<file path="src/rtl/serial_adder.sv">
// Bit-serial adder/subtractor: operands are captured on start and processed one bit per clock, LSB first.
// Results (sum, carry, signed overflow) are published only when the final bit completes.
module serial_adder #(
    parameter int WIDTH = 8
) (
    input  logic             clk,
    input  logic             rst,
    input  logic             start,
    input  logic             sub,
    input  logic [WIDTH-1:0] ip1,
    input  logic [WIDTH-1:0] ip2,
    input  logic             c_in,
    output logic [WIDTH-1:0] sum,
    output logic             c_out,
    output logic             overflow,
    output logic             busy,
    output logic             done
);

    localparam int CW = (WIDTH > 1) ? $clog2(WIDTH) : 1;

    typedef enum logic [1:0] {
        IDLE = 2'd0,
        RUN  = 2'd1,
        DONE = 2'd2
    } state_t;

    state_t           state;
    state_t           state_next;
    logic [WIDTH-1:0] a_sr;
    logic [WIDTH-1:0] b_sr;
    logic [WIDTH-1:0] res_sr;
    logic [WIDTH-1:0] res_next;
    logic [CW-1:0]    cnt;
    logic             carry;
    logic             bit_sum;
    logic             carry_next;
    logic             last_bit;

    // Full-adder slice on the current LSBs; new bit enters the result from the top.
    always_comb begin
        bit_sum    = a_sr[0] ^ b_sr[0] ^ carry;
        carry_next = (a_sr[0] & b_sr[0]) | (a_sr[0] & carry) | (b_sr[0] & carry);
        last_bit   = (cnt == CW'(WIDTH - 1));
        res_next   = (res_sr >> 1) | (WIDTH'(bit_sum) << (WIDTH - 1));
    end

    // Next-state logic.
    always_comb begin
        state_next = state;
        case (state)
            IDLE:    state_next = start ? RUN : IDLE;
            RUN:     state_next = last_bit ? DONE : RUN;
            DONE:    state_next = IDLE;
            default: state_next = IDLE;
        endcase
    end

    // State register.
    always_ff @(posedge clk) begin
        if (rst) begin
            state <= IDLE;
        end else begin
            state <= state_next;
        end
    end

    // Datapath and registered outputs; subtraction is ip1 + ~ip2 + 1.
    always_ff @(posedge clk) begin
        if (rst) begin
            a_sr     <= '0;
            b_sr     <= '0;
            res_sr   <= '0;
            cnt      <= '0;
            carry    <= 1'b0;
            sum      <= '0;
            c_out    <= 1'b0;
            overflow <= 1'b0;
            busy     <= 1'b0;
            done     <= 1'b0;
        end else begin
            done <= 1'b0;
            case (state)
                IDLE: begin
                    if (start) begin
                        a_sr  <= ip1;
                        b_sr  <= sub ? ~ip2 : ip2;
                        carry <= sub ? 1'b1 : c_in;
                        cnt   <= '0;
                        busy  <= 1'b1;
                    end
                end
                RUN: begin
                    a_sr   <= a_sr >> 1;
                    b_sr   <= b_sr >> 1;
                    carry  <= carry_next;
                    res_sr <= res_next;
                    cnt    <= cnt + CW'(1);
                    if (last_bit) begin
                        sum      <= res_next;
                        c_out    <= carry_next;
                        overflow <= carry ^ carry_next;
                        busy     <= 1'b0;
                        done     <= 1'b1;
                    end
                end
                DONE: begin
                    busy <= 1'b0;
                end
                default: begin
                    busy <= 1'b0;
                end
            endcase
        end
    end

endmodule

</file>
<file path="config.mk">
export PLATFORM = sky130hd
export DESIGN_NAME = serial_adder
export DESIGN_NICKNAME = d
export VERILOG_FILES = /design/src/rtl/serial_adder.sv
export SDC_FILE = /design/constraint.sdc
export NUM_CORES = 1
export LEC_CHECK = 0
export CAP_MARGIN = 10
export CORE_ASPECT_RATIO = 2
export CORE_UTILIZATION = 51
export DETAILED_ROUTE_END_ITERATION = 12
export PLACE_DENSITY = 0.78
export RECOVER_POWER = 100
export SETUP_SLACK_MARGIN = 0.02
export SYNTH_ARGS = -nofsm -noshare
export SYNTH_HDL_FRONTEND = slang
export SYNTH_SLANG_ARGS = --single-unit
</file>
<file path="constraint.sdc">
create_clock -name clk -period 1.72 [get_ports clk]
set_clock_uncertainty 0.1 [all_clocks]
set_input_delay 0.344 -clock clk [delete_from_list [all_inputs] [get_ports clk]]
set_output_delay 0.344 -clock clk [all_outputs]
set_load 0.1 [all_outputs]
</file>
# ---- Word level (Yosys, flattened, before mapping)
# Index checks and enable logic that the tools add are counted.
dict set report totals {
  regBits 42
  wordCells 50
}
dict set report classes {
  addsub 1
  n_eq_ne 4
  mux 17
  n_bitwise 11
  reduce_logical 6
}
# op n
set ops {}
lappend ops {{$pmux W8 S2} 2}
lappend ops {{$mux W8} 3}
lappend ops {{$not A8 Y8} 1}
lappend ops {{$or A7 B8 Y8} 1}
lappend ops {{$mux W1} 6}
lappend ops {{$pmux W3 S2} 1}
lappend ops {{$reduce_and A2 Y1} 3}
lappend ops {{$ne A2 B2 Y1 const B} 2}
lappend ops {{$pmux W1 S2} 2}
lappend ops {{$pmux W2 S2} 1}
lappend ops {{$add A3 B1 Y3 const B} 1}
lappend ops {{$and A1 B1 Y1} 3}
lappend ops {{$eq A3 B3 Y1 const B} 1}
lappend ops {{$mux W3} 1}
lappend ops {{$xor A1 B1 Y1} 3}
lappend ops {{$eq A2 B1 Y1 const B} 1}
lappend ops {{$logic_not A2 Y1} 1}
lappend ops {{$mux W2} 1}
lappend ops {{$or A1 B1 Y1} 2}
lappend ops {{$reduce_bool A2 Y1} 1}
lappend ops {{$reduce_or A2 Y1} 1}
lappend ops {{$not A1 Y1} 1}

# ---- Depth between registers and ports, before layout
# Gate-level depths: netlist (run 1).
dict set report depth {
  depth_word 4
  depth_mapped 6
}

# ---- Worst setup path before layout (run 1)
# OpenSTA, ideal clock, no wires.
dict set report synth_timing {
  path_kind {register to register}
  from {reg cnt[0]}
  to {reg c_out}
  arrival_ns 1.272
  required_time_ns 1.549
  path_slack_ns 0.278
  path_stages_with_launch 7
  n_path_buf 1
  path_cell_list {dfxtp_1 > ha_1 > ha_1 > nand3b_1 > clkbuf_1 > nand2_1 > a21oi_1}
}
dict set report synth_via {
  elab_chain_len 2
}
# element line
set synth_rtl {}
lappend synth_rtl {{start, declared} 34} ;# logic [CW-1:0] cnt;
lappend synth_rtl {{start signal, assigned} 98} ;# cnt <= cnt + CW'(1);
lappend synth_rtl {{$eq A3 B3 Y1} 44} ;# last_bit = (cnt == CW'(WIDTH - 1));
lappend synth_rtl {{via last_bit} 38} ;# logic last_bit;
lappend synth_rtl {{$reduce_and A2 Y1 (no line)} -}
lappend synth_rtl {{end signal, assigned} 101} ;# c_out <= carry_next;
lappend synth_rtl {{end, declared} 14} ;# output logic c_out,
# The timed path passes the listed nets, and every way through them passes these cells.
# A chain may end at the register's enable or synchronous reset.

# ---- Final worst setup path (run 1)
dict set report layout_timing {
  from {reg busy}
  to {out busy}
}
# element line
set layout_rtl {}
lappend layout_rtl {{start, declared} 16} ;# output logic busy,
lappend layout_rtl {{start signal, assigned} 79} ;# busy <= 1'b0;
lappend layout_rtl {{start signal, assigned} 90} ;# busy <= 1'b1;
lappend layout_rtl {{start signal, assigned} 103} ;# busy <= 1'b0;
# No word-level cell between the ends.

==> metrics.md, run 1 <==
| Metric | Value |
|---|---|
| Final worst setup slack | about 160 ps |
| Initial DRC Count | 30 |
| Status | finished with violations |
| Final Hold Vio Count | 0 |
| CORE AREA | around 3300 µm² |
| Root Driver | clkbuf_8 |
| Layout fillers | 281 |
| Layout cells sized above 1 | between 10% and 20% |
| GRT Util Overall | a little over a fifth |
| Share of the yosys chip area belonging to registers | a little under half |
| Synth unique cells | 32 |
| Drt total wl | about 3400 µm |
| Critical path class | flop to primary output |
| Cell Rows | 30 |
| Layout net count | about 250 |
| DIE AREA | 3728 µm² |
| Syn Inst Count | 196 |
| DR DRC count | 1 |
| Post-DP HPWL | 2491 µm |
| Syn_area_per_cell | approximately 9.0 µm² |
| Number of max-cap violations | 0 |
| Worst setup SP type | flop |
| CTS Hold Buffers Added | 0 |
| Slew HR | 63.90% |
| Post-Syn Area | between 1500 and 2000 µm² |
| Synth Area in Simple Gates | slightly below 20% |
| Synth Area in Compound Gates | about a fifth |
| Final core occ | approximately 64% |
| FFs w/ async S/R, synth | 0% |
| PortBufs | 32 |
| Clk sinks | between 40 and 50 |
| Crit share post-route | between 90% and 100% |
| CP endpoint kind | primary output |
| CP max FO | 2 |
| Number of flops mapped to enable cells by yosys | 0 |
| Hold crit path type | flop to flop |
| Top FF cell, synth | dfxtp_1 |
| Synth Area in XOR/XNOR | under 10% |
| Gr ovfl total | 0 |
| Antenna Diode Count | 0 |
| Peak supply drop | roughly 0.83 mV |
| Final setup fails | 0 |
| # IOs | 33 |
| Buf/Inv on CP | 1 |
| Violated checks | design-rule violations |
| Clock Pin Slew Worst Setup and Hold Paths | about 70 ps |
| Adder-Cell Fraction of Synth Area | approximately 2.5% |
| CP top delay family | buffers and inverters |
| Gpl congestion | 0.7943 |
| Routed vias/inst | 5.569 |
| Area Overhead vs Synth | 21.05% |
| Vias | approximately 1500 |
| Dpl ws | -64.25 ps |
| CTS tree | built |
| Placement-stage cell area | between 2000 and 2500 µm² |
| TNS Setup | 0 ps |
| Lkg Pwr | slightly above 0.8 nW |
| Worst-Skew Late Latency | approximately 300 ps |
| CTS max path bufs | 2 |
| H-Tree Depth | 2 |
| Crit-path max cell delay | around 460 ps |
| Syn nets | 220 |
| Final min period | 1558 ps |
| Final instance area | between 2000 and 2500 µm² |
| First-pass GRT wire length | roughly 6000 µm |
| Largest family of logic cells by synthesized area | compound AO/OA/AOI/OAI gates |
| Vias in the first global route | 1375 |
| DRT antenna net count | 0 |
| RSZ-0062 raised after global routing | false |
| Slew Viols, Final | 0 |
| Antenna violations before repair | 0 |
| Flops & latches, synth | a little over 40 |
| Mux cell area share after synthesis | 0% |
| Achievable Freq | roughly 640 MHz |
| Setup Buffers After CTS | 0 |
| Highest-delay cell along the critical path | clkbuf_2 |
| Worst slew pin tran | approximately 540 ps |
| Yosys warns | 0 |
| Largest net degree at the start of global routing | 43 |
| Initial Utilization | 53.03% |
| Count of TritonRoute iterations in the first routing pass | 8 |
| Total CTS buffers | 5 |
| Crit path DAT | 1110 ps |
| Die Ht | approximately 85 µm |
| Cell Chain, Critical Path | clkbuf_2 |
| PD cells | slightly below 1000 nW/µm² |
| Wire length per cell | roughly 13 µm |
| CTS resizes | 0 |
| Horiz. Die Dim | between 40 and 50 µm |
| CP Data Required Time | around 1300 ps |
[cell type report]
cell class                      instances  area [µm²]  area share, %
Multi-Input combinational cell        139       819.5          38.21
Tap cell                               32       40.04          1.867
Timing Repair Buffer                   42       344.1          16.04
Clock buffer                            6       82.58          3.851
Sequential cell                        41       820.8          38.27
Clock inverter                          2       37.54          1.750
[placed cells by master (no fill, tap or decap), types with 2 or more instances in the layout]
master,count
a211oi_1,8
ha_1,2
xnor2_1,8
nor2_2,2
nor2_1,27
a2111oi_2,4
clkbuf_2,12
nor3b_1,2
a21oi_1,23
nand2_1,41
nand3b_1,2
clkbuf_8,6
buf_4,8
nor2b_1,2
a22oi_1,5
dfxtp_1,41
clkdlybuf4s50_1,20
[worst paths after layout]
kind | startpoint | endpoint | slack (ps) | cells after the start
max | busy | busy | 160 | 1
min | sum[5] | sum[5] | 350 | 2
max reg2reg | cnt[0] | c_out | 250 | 5
min reg2reg | sum[5] | sum[5] | 350 | 2
[flip-flops by register name, summed over array words and instances, names as in the netlist]
name      count
a_sr          8
b_sr          8
busy          1
c_out         1
carry         1
cnt           3
done          1
overflow      1
res_sr        7
state         2
sum           8
[tightest hold or removal path, stage by stage (launching register included)]
cell and delay, ps:
dfxtp_1 310, nand2_1 50, a21oi_1 50
[power by group]
part | total, mW | leakage [nW] | internal, mW | switching, mW
Sequential | 1.03 | 0.335 | 0.993 | 0.0322
Combinational | 0.271 | 0.428 | 0.130 | 0.140
Clock | 0.812 | 0.0574 | 0.472 | 0.340
[per-layer routing]
metal	GRT usage, %	share of wire [%]	up-vias
met5	0	0	-
li1	-	-	726
met1	22.00	36	691
met2	37.86	58	33
met4	12.78	2.8	0
met3	4.681	3.2	9
[synth_stat cells, types with 2 or more instances]
cell type,instances,area (µm²)
a21oi_1,23,115.1
nor2b_1,2,12.51
nor2_1,27,101.4
buf_2,4,20.02
buf_4,2,15.01
buf_6,4,45.04
ha_1,2,25.02
xnor2_1,8,70.07
nand2_1,41,153.9
nand3b_1,2,15.01
a211oi_1,8,60.06
a22oi_1,5,37.54
clkbuf_1,4,15.01
dfxtp_1,41,820.8
nor2_2,2,12.51
a2111oi_2,5,75.07
[cell families (layout without fill, tap and decap cells)]
kind of cell	after synthesis	count (layout)
and+or+nand+nor	80	80
AOI/OAI and AO/OA	47	47
DFF	41	41
buffers and inverters	16	50
xor gates and xnor gates	9	9
adders and majority gates	3	3
[per-stage QoR]
step,total power [mW],std cells,hold WS [ps]
2_1_floorplan,1.234,196,312.9
3_3_place_gp,1.323,254,339.5
3_5_place_dp,1.334,254,346.9
4_1_cts,2.136,262,358.1
5_1_grt,2.198,262,368.0
6_report,2.108,262,352.9
(Power assumes the default switching activity.)
==> inputs of run 2 (changes only) <==
--- a/config.mk
+++ b/config.mk
@@ -7,6 +7,7 @@
 export LEC_CHECK = 0
 export CAP_MARGIN = 10
 export CORE_ASPECT_RATIO = 2
+export CORE_MARGIN = 10
 export CORE_UTILIZATION = 51
 export DETAILED_ROUTE_END_ITERATION = 12
 export PLACE_DENSITY = 0.78
==> run 2 against run 1 <==
  * The flow now finishes without violations
  * Critical path depth grew 3
  * Largest cell class unchanged
  * Global-route usage down 8.9 points
  * Register-to-register slack worse by 97 ps
  * Combinational power is 2% lower
  * Sequential cell count unchanged
  * Fmax is 0.55% lower
  * Critical endpoint is now b_sr[0]
  * Sequential power barely moved
  * Via count is 0.89% lower
  * Power grew 5.1%
  * Cell area grew 1.2%
  * Critical path type is now flop to flop
  * Worst setup slack got worse by 8.6 ps
  * Count of clock-buffer cells in the layout down 1
==> metrics.md, run 2 (synthesis gave the netlist of run 1 again) <==
| Metric | Value |
|---|---|
| Hold_ws | around 350 ps |
| Antenna violations before repair | 0 |
| H-Tree Depth | 2 |
| # IOs | 33 |
| Vias | between 1000 and 1500 |
| CTS max path bufs | 2 |
| Placement-stage cell area | 2233 µm² |
| Clock Pin Slew Worst Setup and Hold Paths | ~80 ps |
| Number of max-cap violations | 0 |
| Slew HR | a little under two thirds |
| DR DRC count | 0 |
| CP endpoint kind | flop |
| Final min period | approximately 1600 ps |
| CORE AREA | 3378 µm² |
| Final cell count without fillers | between 200 and 300 |
| First-pass GRT wire length | roughly 6300 µm |
| Area Overhead vs Synth | 22.46% |
| Final Hold Vio Count | 0 |
| Worst-Skew Late Latency | about 290 ps |
| Layout net count | 254 |
| Most frequent cells in the layout | nand2_1, dfxtp_1, nor2_1 |
| Antenna Diode Count | 0 |
| CP max FO | 11 |
| Final core occ | between 60% and 70% |
| Status | finished clean |
| Worst slew pin tran | roughly 550 ps |
| Cell Rows | 30 |
| Initial DRC Count | 21 |
| CTS tree | built |
| Count of TritonRoute iterations in the first routing pass | 4 |
| Routed vias/inst | 5.498 |
| R2R depth | 4 |
| RSZ-0062 raised after global routing | false |
| Setup Buffers After CTS | 0 |
| Post-DP HPWL | 2804 µm |
| Wire length per cell | 14.11 µm |
| TNS Setup | 0 ps |
| Lkg Pwr | ~0.84 nW |
| Worst setup SP type | flop |
| Root Driver | clkbuf_8 |
| Slew Viols, Final | 0 |
| CTS resizes | 0 |
| Hold crit path type | flop to flop |
| Final setup fails | 0 |
| Hold path depth | 2 |
| Final instance area | 2170 µm² |
| Vias in the first global route | 1453 |
| Crit share post-route | 91.10% |
| Peak supply drop | about 0.76 mV |
| PD cells | slightly above 1000 nW/µm² |
| Clk sinks | 41 |
| DIE AREA | roughly 6400 µm² |
| Largest regs | a_sr: 8 flops, b_sr: 8 flops, sum: 8 flops |
| Drt total wl | between 3000 and 4000 µm |
| GRT Util Overall | 12.64% |
| Placed Cells | 255 |
| Gpl congestion | about 0.83 |
| Critical path class | flop to flop |
| PortBufs | 32 |
| DRT antenna net count | 0 |
| CTS Hold Buffers Added | 0 |
| Crit path DAT | approximately 1600 ps |
| Horiz. Die Dim | around 62 µm |
| Largest net degree at the start of global routing | 30 |
| Gr ovfl total | 0 |
| Initial Utilization | 52.44% |
| Total CTS buffers | 5 |
| Achievable Freq | roughly 640 MHz |
| CP Data Required Time | 1790 ps |
| Layout cells sized above 1 | between 10% and 20% |
| Layout fillers | between 200 and 300 |
| Die Ht | just over 100 µm |
run 2: changes by cell type in the layout (fill, tap and decap cells not counted), sizes merged:
cell      before  now
clkinvlp       1    0
bufinv         1    2
buf            9   10
clkbuf        19   18
inv            0    1
run 2: final timing paths:
| check | startpoint | to | slack (ps) |
|---|---|---|---|
| worst max-delay path | state[1] | b_sr[0] | 150 |
| worst max register to register | state[1] | b_sr[0] | 150 |
| worst min register to register | sum[4] | sum[4] | 350 |
| worst min-delay path | sum[4] | sum[4] | 350 |
run 2: layer usage:
layer	vias to the layer above	global-route usage (%)	part of all wire (%)
li1	727	-	-
met1	680	12.21	39
met2	31	23.19	56
met3	8	2.934	2.6
met4	0	6.747	2.3
met5	-	0	0
run 2: power by group:
part           total [mW]  internal, mW  switching (mW)
logic               0.266         0.130           0.136
registers            1.02         0.993          0.0316
clock network       0.926         0.584           0.342
total                2.22          1.71           0.509
run 2: worst max-delay path, cell delays in order, from the launching register on:
cell,delay [ps]
dfxtp_1,530
nand2b_1,180
buf_4,190
nor2_1,70
a2111oi_1,370
run 2: layout make-up:
class	count	area [µm²]	share of cell area (%)
Clock buffer	5	68.82	3.172
Clock inverter	3	68.82	3.172
Multi-Input combinational cell	139	818.3	37.72
Sequential cell	41	820.8	37.83
Tap cell	32	40.04	1.845
Timing Repair Buffer	43	352.8	16.26
run 2: per-stage QoR:
stage | power (mW) | setup slack [ps]
5_1_grt | 2.283 | 23.54
3_5_place_dp | 1.331 | -53.69
3_3_place_gp | 1.324 | 6.251
2_1_floorplan | 1.234 | 277.8
4_1_cts | 2.249 | 155.3
6_report | 2.217 | 153.1
